$ cat src/rtl/lsu_stream.sv
// ---------------------------------------------------------------------------
// lsu_stream -- streaming load/store unit between a PE array and a memory port
//
// A command latched in IDLE starts a strided transfer of cfg_count words.
//   STORE: words come from one PE channel (cfg_pe_sel), are buffered in a
//          DEPTH-entry FIFO and written to cfg_base + i*cfg_stride.
//   LOAD : read requests are issued to cfg_base + i*cfg_stride, with at most
//          DEPTH reads in flight; in-order responses are forwarded to pe_out
//          one cycle after they arrive.
// The transfer ends in DONE, where done pulses for one cycle before IDLE.
//
// Ports
//   clk, rst                      clock, synchronous active-high reset
//   start, cfg_*                  command pulse and its configuration
//   pe_data/pe_valid/pe_ready     store-data input from the PE array
//   req_*                         memory request channel (valid/ready)
//   rsp_valid/rsp_data            in-order load responses
//   pe_out/pe_out_valid           load data to the PE array
//   busy, done                    status
//   stall_cnt                     cycles with req_valid && !req_ready
//                                 (only when LSU_STALL_CNT_EN is defined)
//
// Build option
//   LSU_STALL_CNT_EN : adds the stall_cnt output and its counter.
// ---------------------------------------------------------------------------
module lsu_stream #(
    parameter int DW    = 32,
    parameter int NPE   = 4,
    parameter int AW    = 10,
    parameter int DEPTH = 4
) (
    input  logic                   clk,
    input  logic                   rst,
    input  logic                   start,
    input  logic                   cfg_mode,
    input  logic [$clog2(NPE)-1:0] cfg_pe_sel,
    input  logic [AW-1:0]          cfg_base,
    input  logic [AW-1:0]          cfg_stride,
    input  logic [15:0]            cfg_count,
    input  logic [NPE*DW-1:0]      pe_data,
    input  logic                   pe_valid,
    output logic                   pe_ready,
    output logic                   req_valid,
    input  logic                   req_ready,
    output logic                   req_we,
    output logic [AW-1:0]          req_addr,
    output logic [DW-1:0]          req_wdata,
    input  logic                   rsp_valid,
    input  logic [DW-1:0]          rsp_data,
    output logic [DW-1:0]          pe_out,
    output logic                   pe_out_valid,
    output logic                   busy,
    output logic                   done
`ifdef LSU_STALL_CNT_EN
    ,
    output logic [31:0]            stall_cnt
`endif
);

    localparam int SELW = $clog2(NPE);
    localparam int PTRW = $clog2(DEPTH);
    localparam int OCCW = PTRW + 1;
    localparam logic [OCCW-1:0] OCC_FULL = OCCW'(DEPTH);

    typedef enum logic [1:0] {
        S_IDLE = 2'd0,
        S_RUN  = 2'd1,
        S_DONE = 2'd2
    } state_t;

    state_t state_q, state_d;

    // latched command
    logic            mode_q;
    logic [SELW-1:0] sel_q;
    logic [AW-1:0]   stride_q;
    logic [15:0]     count_q;

    // progress counters
    logic [AW-1:0]   addr_q, addr_d;
    logic [15:0]     issued_q, issued_d;   // accepted requests
    logic [15:0]     pushes_q, pushes_d;   // words taken from the PE
    logic [15:0]     rcvd_q, rcvd_d;       // load responses taken
    logic [OCCW-1:0] outst_q, outst_d;

    // store FIFO
    logic [DW-1:0]   mem_q [DEPTH];
    logic [PTRW-1:0] wr_ptr_q, wr_ptr_d;
    logic [PTRW-1:0] rd_ptr_q, rd_ptr_d;
    logic [OCCW-1:0] fcnt_q, fcnt_d;

    logic [DW-1:0]   pe_out_q;
    logic            pe_out_valid_q;

    logic            run;
    logic            is_store;
    logic            start_acc;
    logic            fifo_full;
    logic            fifo_empty;
    logic            push;
    logic            accept;
    logic            pop;
    logic            ld_acc;
    logic            rsp_take;
    logic            store_last;
    logic            load_last;
    logic [DW-1:0]   sel_data;

    assign run        = (state_q == S_RUN);
    assign is_store   = mode_q;
    assign start_acc  = (state_q == S_IDLE) && start;
    assign fifo_full  = (fcnt_q == OCC_FULL);
    assign fifo_empty = (fcnt_q == '0);
    assign sel_data   = pe_data[int'(sel_q)*DW +: DW];

    assign pe_ready   = run && is_store && !fifo_full && (pushes_q < count_q);
    assign push       = pe_valid && pe_ready;

    // Load requests stay asserted until taken: issued and outstanding only
    // move on acceptance or on a response, neither of which can lower them.
    assign req_valid  = run && (is_store ? !fifo_empty
                                         : ((issued_q < count_q) && (outst_q < OCC_FULL)));
    assign req_we     = is_store;
    assign req_addr   = addr_q;
    assign req_wdata  = mem_q[rd_ptr_q];

    assign accept     = req_valid && req_ready;
    assign pop        = accept && is_store;
    assign ld_acc     = accept && !is_store;
    assign rsp_take   = run && !is_store && rsp_valid && (outst_q != '0);

    assign store_last = pop && ((issued_q + 16'd1) == count_q);
    assign load_last  = rsp_take && ((rcvd_q + 16'd1) == count_q);

    assign pe_out       = pe_out_q;
    assign pe_out_valid = pe_out_valid_q;
    assign busy         = (state_q != S_IDLE);
    assign done         = (state_q == S_DONE);

    always_comb begin
        state_d  = state_q;
        addr_d   = addr_q;
        issued_d = issued_q;
        pushes_d = pushes_q;
        rcvd_d   = rcvd_q;
        outst_d  = outst_q;
        wr_ptr_d = wr_ptr_q;
        rd_ptr_d = rd_ptr_q;
        fcnt_d   = fcnt_q;
        case (state_q)
            S_IDLE: begin
                if (start) begin
                    state_d  = (cfg_count == 16'd0) ? S_DONE : S_RUN;
                    addr_d   = cfg_base;
                    issued_d = '0;
                    pushes_d = '0;
                    rcvd_d   = '0;
                    outst_d  = '0;
                    wr_ptr_d = '0;
                    rd_ptr_d = '0;
                    fcnt_d   = '0;
                end
            end
            S_RUN: begin
                if (accept) begin
                    addr_d   = addr_q + stride_q;
                    issued_d = issued_q + 16'd1;
                end
                if (push) begin
                    wr_ptr_d = wr_ptr_q + PTRW'(1);
                    pushes_d = pushes_q + 16'd1;
                end
                if (pop) begin
                    rd_ptr_d = rd_ptr_q + PTRW'(1);
                end
                case ({push, pop})
                    2'b10:   fcnt_d = fcnt_q + OCCW'(1);
                    2'b01:   fcnt_d = fcnt_q - OCCW'(1);
                    default: fcnt_d = fcnt_q;
                endcase
                case ({ld_acc, rsp_take})
                    2'b10:   outst_d = outst_q + OCCW'(1);
                    2'b01:   outst_d = outst_q - OCCW'(1);
                    default: outst_d = outst_q;
                endcase
                if (rsp_take) begin
                    rcvd_d = rcvd_q + 16'd1;
                end
                if (store_last || load_last) begin
                    state_d = S_DONE;
                end
            end
            S_DONE: begin
                state_d = S_IDLE;
            end
            default: begin
                state_d = S_IDLE;
            end
        endcase
    end

    always_ff @(posedge clk) begin
        if (rst) begin
            state_q        <= S_IDLE;
            mode_q         <= 1'b0;
            sel_q          <= '0;
            stride_q       <= '0;
            count_q        <= '0;
            addr_q         <= '0;
            issued_q       <= '0;
            pushes_q       <= '0;
            rcvd_q         <= '0;
            outst_q        <= '0;
            wr_ptr_q       <= '0;
            rd_ptr_q       <= '0;
            fcnt_q         <= '0;
            pe_out_q       <= '0;
            pe_out_valid_q <= 1'b0;
        end else begin
            state_q        <= state_d;
            addr_q         <= addr_d;
            issued_q       <= issued_d;
            pushes_q       <= pushes_d;
            rcvd_q         <= rcvd_d;
            outst_q        <= outst_d;
            wr_ptr_q       <= wr_ptr_d;
            rd_ptr_q       <= rd_ptr_d;
            fcnt_q         <= fcnt_d;
            pe_out_valid_q <= rsp_take;
            if (rsp_take) begin
                pe_out_q <= rsp_data;
            end
            if (start_acc) begin
                mode_q   <= cfg_mode;
                sel_q    <= cfg_pe_sel;
                stride_q <= cfg_stride;
                count_q  <= cfg_count;
            end
        end
    end

    // FIFO storage carries data only; occupancy above decides what is valid.
    always_ff @(posedge clk) begin
        if (push) begin
            mem_q[wr_ptr_q] <= sel_data;
        end
    end

`ifdef LSU_STALL_CNT_EN
    logic [31:0] stall_q;

    always_ff @(posedge clk) begin
        if (rst) begin
            stall_q <= '0;
        end else if (start_acc) begin
            stall_q <= '0;
        end else if (req_valid && !req_ready && (stall_q != '1)) begin
            stall_q <= stall_q + 32'd1;
        end
    end

    assign stall_cnt = stall_q;
`endif

endmodule
$ cat config.mk
export PLATFORM = sky130hd
export DESIGN_NAME = lsu_stream
export DESIGN_NICKNAME = d
export VERILOG_FILES = /design/src/rtl/lsu_stream.sv
export SDC_FILE = /design/constraint.sdc
export NUM_CORES = 1
export LEC_CHECK = 0
export CAP_MARGIN = 20
export CORE_ASPECT_RATIO = 2
export CORE_UTILIZATION = 51
export DETAILED_ROUTE_END_ITERATION = 16
export PLACE_DENSITY = 0.85
export SLEW_MARGIN = 20
export SYNTH_ARGS = -nofsm -noshare
export SYNTH_HDL_FRONTEND = slang
export SYNTH_SLANG_ARGS = --single-unit
$ cat constraint.sdc
create_clock -name clk -period 3.7 [get_ports clk]
set_input_delay 0.555 -clock clk [delete_from_list [all_inputs] [get_ports clk]]
set_output_delay 0.555 -clock clk [all_outputs]
set_load 0.01 [all_outputs]
==> results.cfg <==
[logic_synthesis]
syn_inst = 1207
synth_flop_cell = dfxtp_1
netlist_area_sq_um = 13100
syn_nets = 1462
yosys_warnings = 0
synth_area_leaders = edfxtp_1 (29%), dfxtp_1 (20%), mux4_2 (11%)
synth_largest_area_cell = edfxtp_1
synth-async-reset-ratio_pct = 0
synth_edf_count = 128
synth_most_common_cell = nand2_1
synth_area_per_cell_sq_um = 10.9
synth.distinct_cells = 67
yosysSeqAreaShare_pct = 49.7
synth_top_area_share_pct = 29.2
ys_ff_latch = 262
synthTopCellsByCount = nand2_1 (162), dfxtp_1 (134), edfxtp_1 (128)

[worst_setup_path]
reg2reg_depth = 12
r2r-start = count_q[13]
r2r_setup_slack_ns = 0.34
crit_fanout = 5
worstPathRequired_ns = 3.14
critical_path_class = reg -> out
crit_path_start_kind = flip-flop
worstPathArrival_ns = 3.12
r2r-end = fcnt_q[2]
worstSetupEndpointType = primary output

[run]
maxCapViolCount = 0

[floorplanning]
start_util_pct = 52.3
die_w_um = 116
dieArea_sq_um = 26500
core_sq_um = 25100
fp-row-count = 82
die_h_um = 229
io_pins = 285

[global_route]
gr-max-usage-layer = met2
gr-usage-all-layers_pct = 28.4
grt_antenna_before_repair = 1
grt_pass1_wl_mm = 57.4
globalRouteMet1Util_pct = 27.6
grt_max_degree = 61
grt_util_met2_pct = 53.2
grt_pass1_vias = 11211
grt-ovfl-total = 0
grt_util_met3_pct = 4.08

[power_and_ir_drop]
pwr-share-seq_pct = 48.1
powerDensity_nw_per_um2 = 386
total_power_mw = 6.63
combinationalPowerShare_pct = 14.3
p_clk_share_pct = 37.6
p_int_mw = 5.02
swShare_pct = 24.3
switchingPower_mw = 1.61
vdd_drop_max_mv = 0.407
cellLeakagePower_nw = 5.76

[hold_path]
worstHoldStart = pe_out[9]
min_path_cells = 2
hp-class = reg -> reg
min_to = pe_out[9]

[timing]
setup_viol = 0
slew-limit-headroom_pct = 46.9
fin_crit_ns = 3.67
holdWs_ns = 0.454
slew_violations = 0
fin_setup_tns_ns = 0
max_freq_mhz = 272
period_share_pct = 99.3
worst_pin_slew_ns = 0.796
hold_violations = 0
skew_ns = 0.0140

[route]
drc = 0
initialDrtViolationCount = 592
drt_pass1_iterations = 5
ant_nets = 0
totalWireLength_mm = 37.2
viasPerCell = 5.97
avgRoutedWirePerCell_um = 20.4
dr_total_vias = 10911

[finish]
fin_nets = 1729
regArea_sq_um = 6530
nFillCells = 1793
syn_to_final_growth_pct = 30.7
multi_input_area_sq_um = 6200
drive_gt1_share_pct = 9.79

[clocking]
cts_tree = done
cts_buffer_depth = 3
insertion_delay_ns = 0.54
clock_sinks = 262
clockRootBuffer = clkbuf_16
cts_hold_buf = 0
h-tree-depth = 1
cts_made_buffers = 24
clkTransAtPathRegs_ns = 0.07

[place]
io_buffers = 284
dp_hpwl_mm = 27.5
gp_congestion = 0.963

[status]
outcome = completed
metal layers:
metal	vias up	wire length, um	share of wire [%]
met3	136	2160	5.8
met4	0	2540	6.8
met2	447	20100	54
met5	-	0	0
met1	5258	12400	33
li1	5070	-	-
area by class of cell:
class                   instances  area share, %
well taps                     336           2.45
repair buffers                314           18.1
clock inverters                10          0.597
inverters                      35          0.765
flip-flops and latches        262           38.0
clock buffers                  34           3.95
multi-input cells             837           36.1
diodes                          1         0.0146
power by group through the flow:
stage               logic [mW]  clock network [mW]  registers, mW
CTS                      0.944                2.54           3.19
global route              1.03                2.64           3.19
floorplan                0.491                   0           3.23
detailed placement       0.936                   0           3.25
finish                   0.950                2.49           3.19
global placement         0.910                   0           3.25
cells in the final DEF (no fill, tap or decap), drive strengths merged, types with 31 or more instances in the layout:
master and count:
clkdlybuf4s50 283, nand2 162, dfxtp 134, edfxtp 128, a21oi 127, nor2 70, mux4 64, ha 48
o21ai 43, inv 35, clkbuf 34, nand3 33, xnor2 33, buf 31
worst max path at each step:
stage | start | endpoint | slack, ns | cells after the start
floorplan | count_q[11] | fcnt_q[2] | 0.57 | 12
global placement | count_q[13] | fcnt_q[2] | 0.52 | 12
detailed placement | count_q[13] | fcnt_q[2] | 0.35 | 12
CTS | count_q[14] | pe_ready | 0.09 | 7
global route | count_q[5] | pe_ready | -0.10 | 6
finish | count_q[5] | pe_ready | 0.03 | 6
critical path, cell delays in order (launching register included):
cell and delay (ns):
dfxtp_1 0.43, inv_1 0.10, ha_1 0.32, a2111oi_1 0.70, a21oi_2 0.19, nor2b_1 0.25
clkdlybuf4s50_1 0.59
flip-flops by register name (all words and copies together), names as in the netlist, 3 cells and up, named ones only:
| register | cells |
|---|---|
| stride_q | 10 |
| pe_out | 32 |
| issued_q | 16 |
| fcnt_q | 3 |
| req_addr | 10 |
| rcvd_q | 16 |
| count_q | 16 |
| pushes_q | 16 |
| outst_q | 3 |
| mem_q | 128 |
stage by stage:
stage,cells,cell area (sq um),worst slack (ns),utilization [%]
2_1_floorplan,1207,13100,0.565,-
3_3_place_gp,1784,16400,0.524,65.2
3_5_place_dp,1784,16400,0.351,65.2
4_1_cts,1828,17200,0.0869,68.3
5_1_grt,1829,17200,-0.103,68.3
6_report,1829,17200,0.0263,68.3
kinds of logic after synthesis:
family,Yosys count,synth area share [%]
multiplexers,69,11.3
AND/OR/NAND/NOR,404,15.1
flip-flops,262,49.7
XOR/XNOR,43,2.87
buffers and inverters,108,3.28
adder cells (fa/ha/maj),50,4.87
AO/OA/AOI/OAI,271,12.9
repair_timing:
| action | CTS | global route |
|---|---|---|
| gates resized for setup | 0 | 2 |
| setup buffers | 0 | 0 |
| setup endpoints to repair | 0 | 1 |
(Power assumes the default switching activity.)
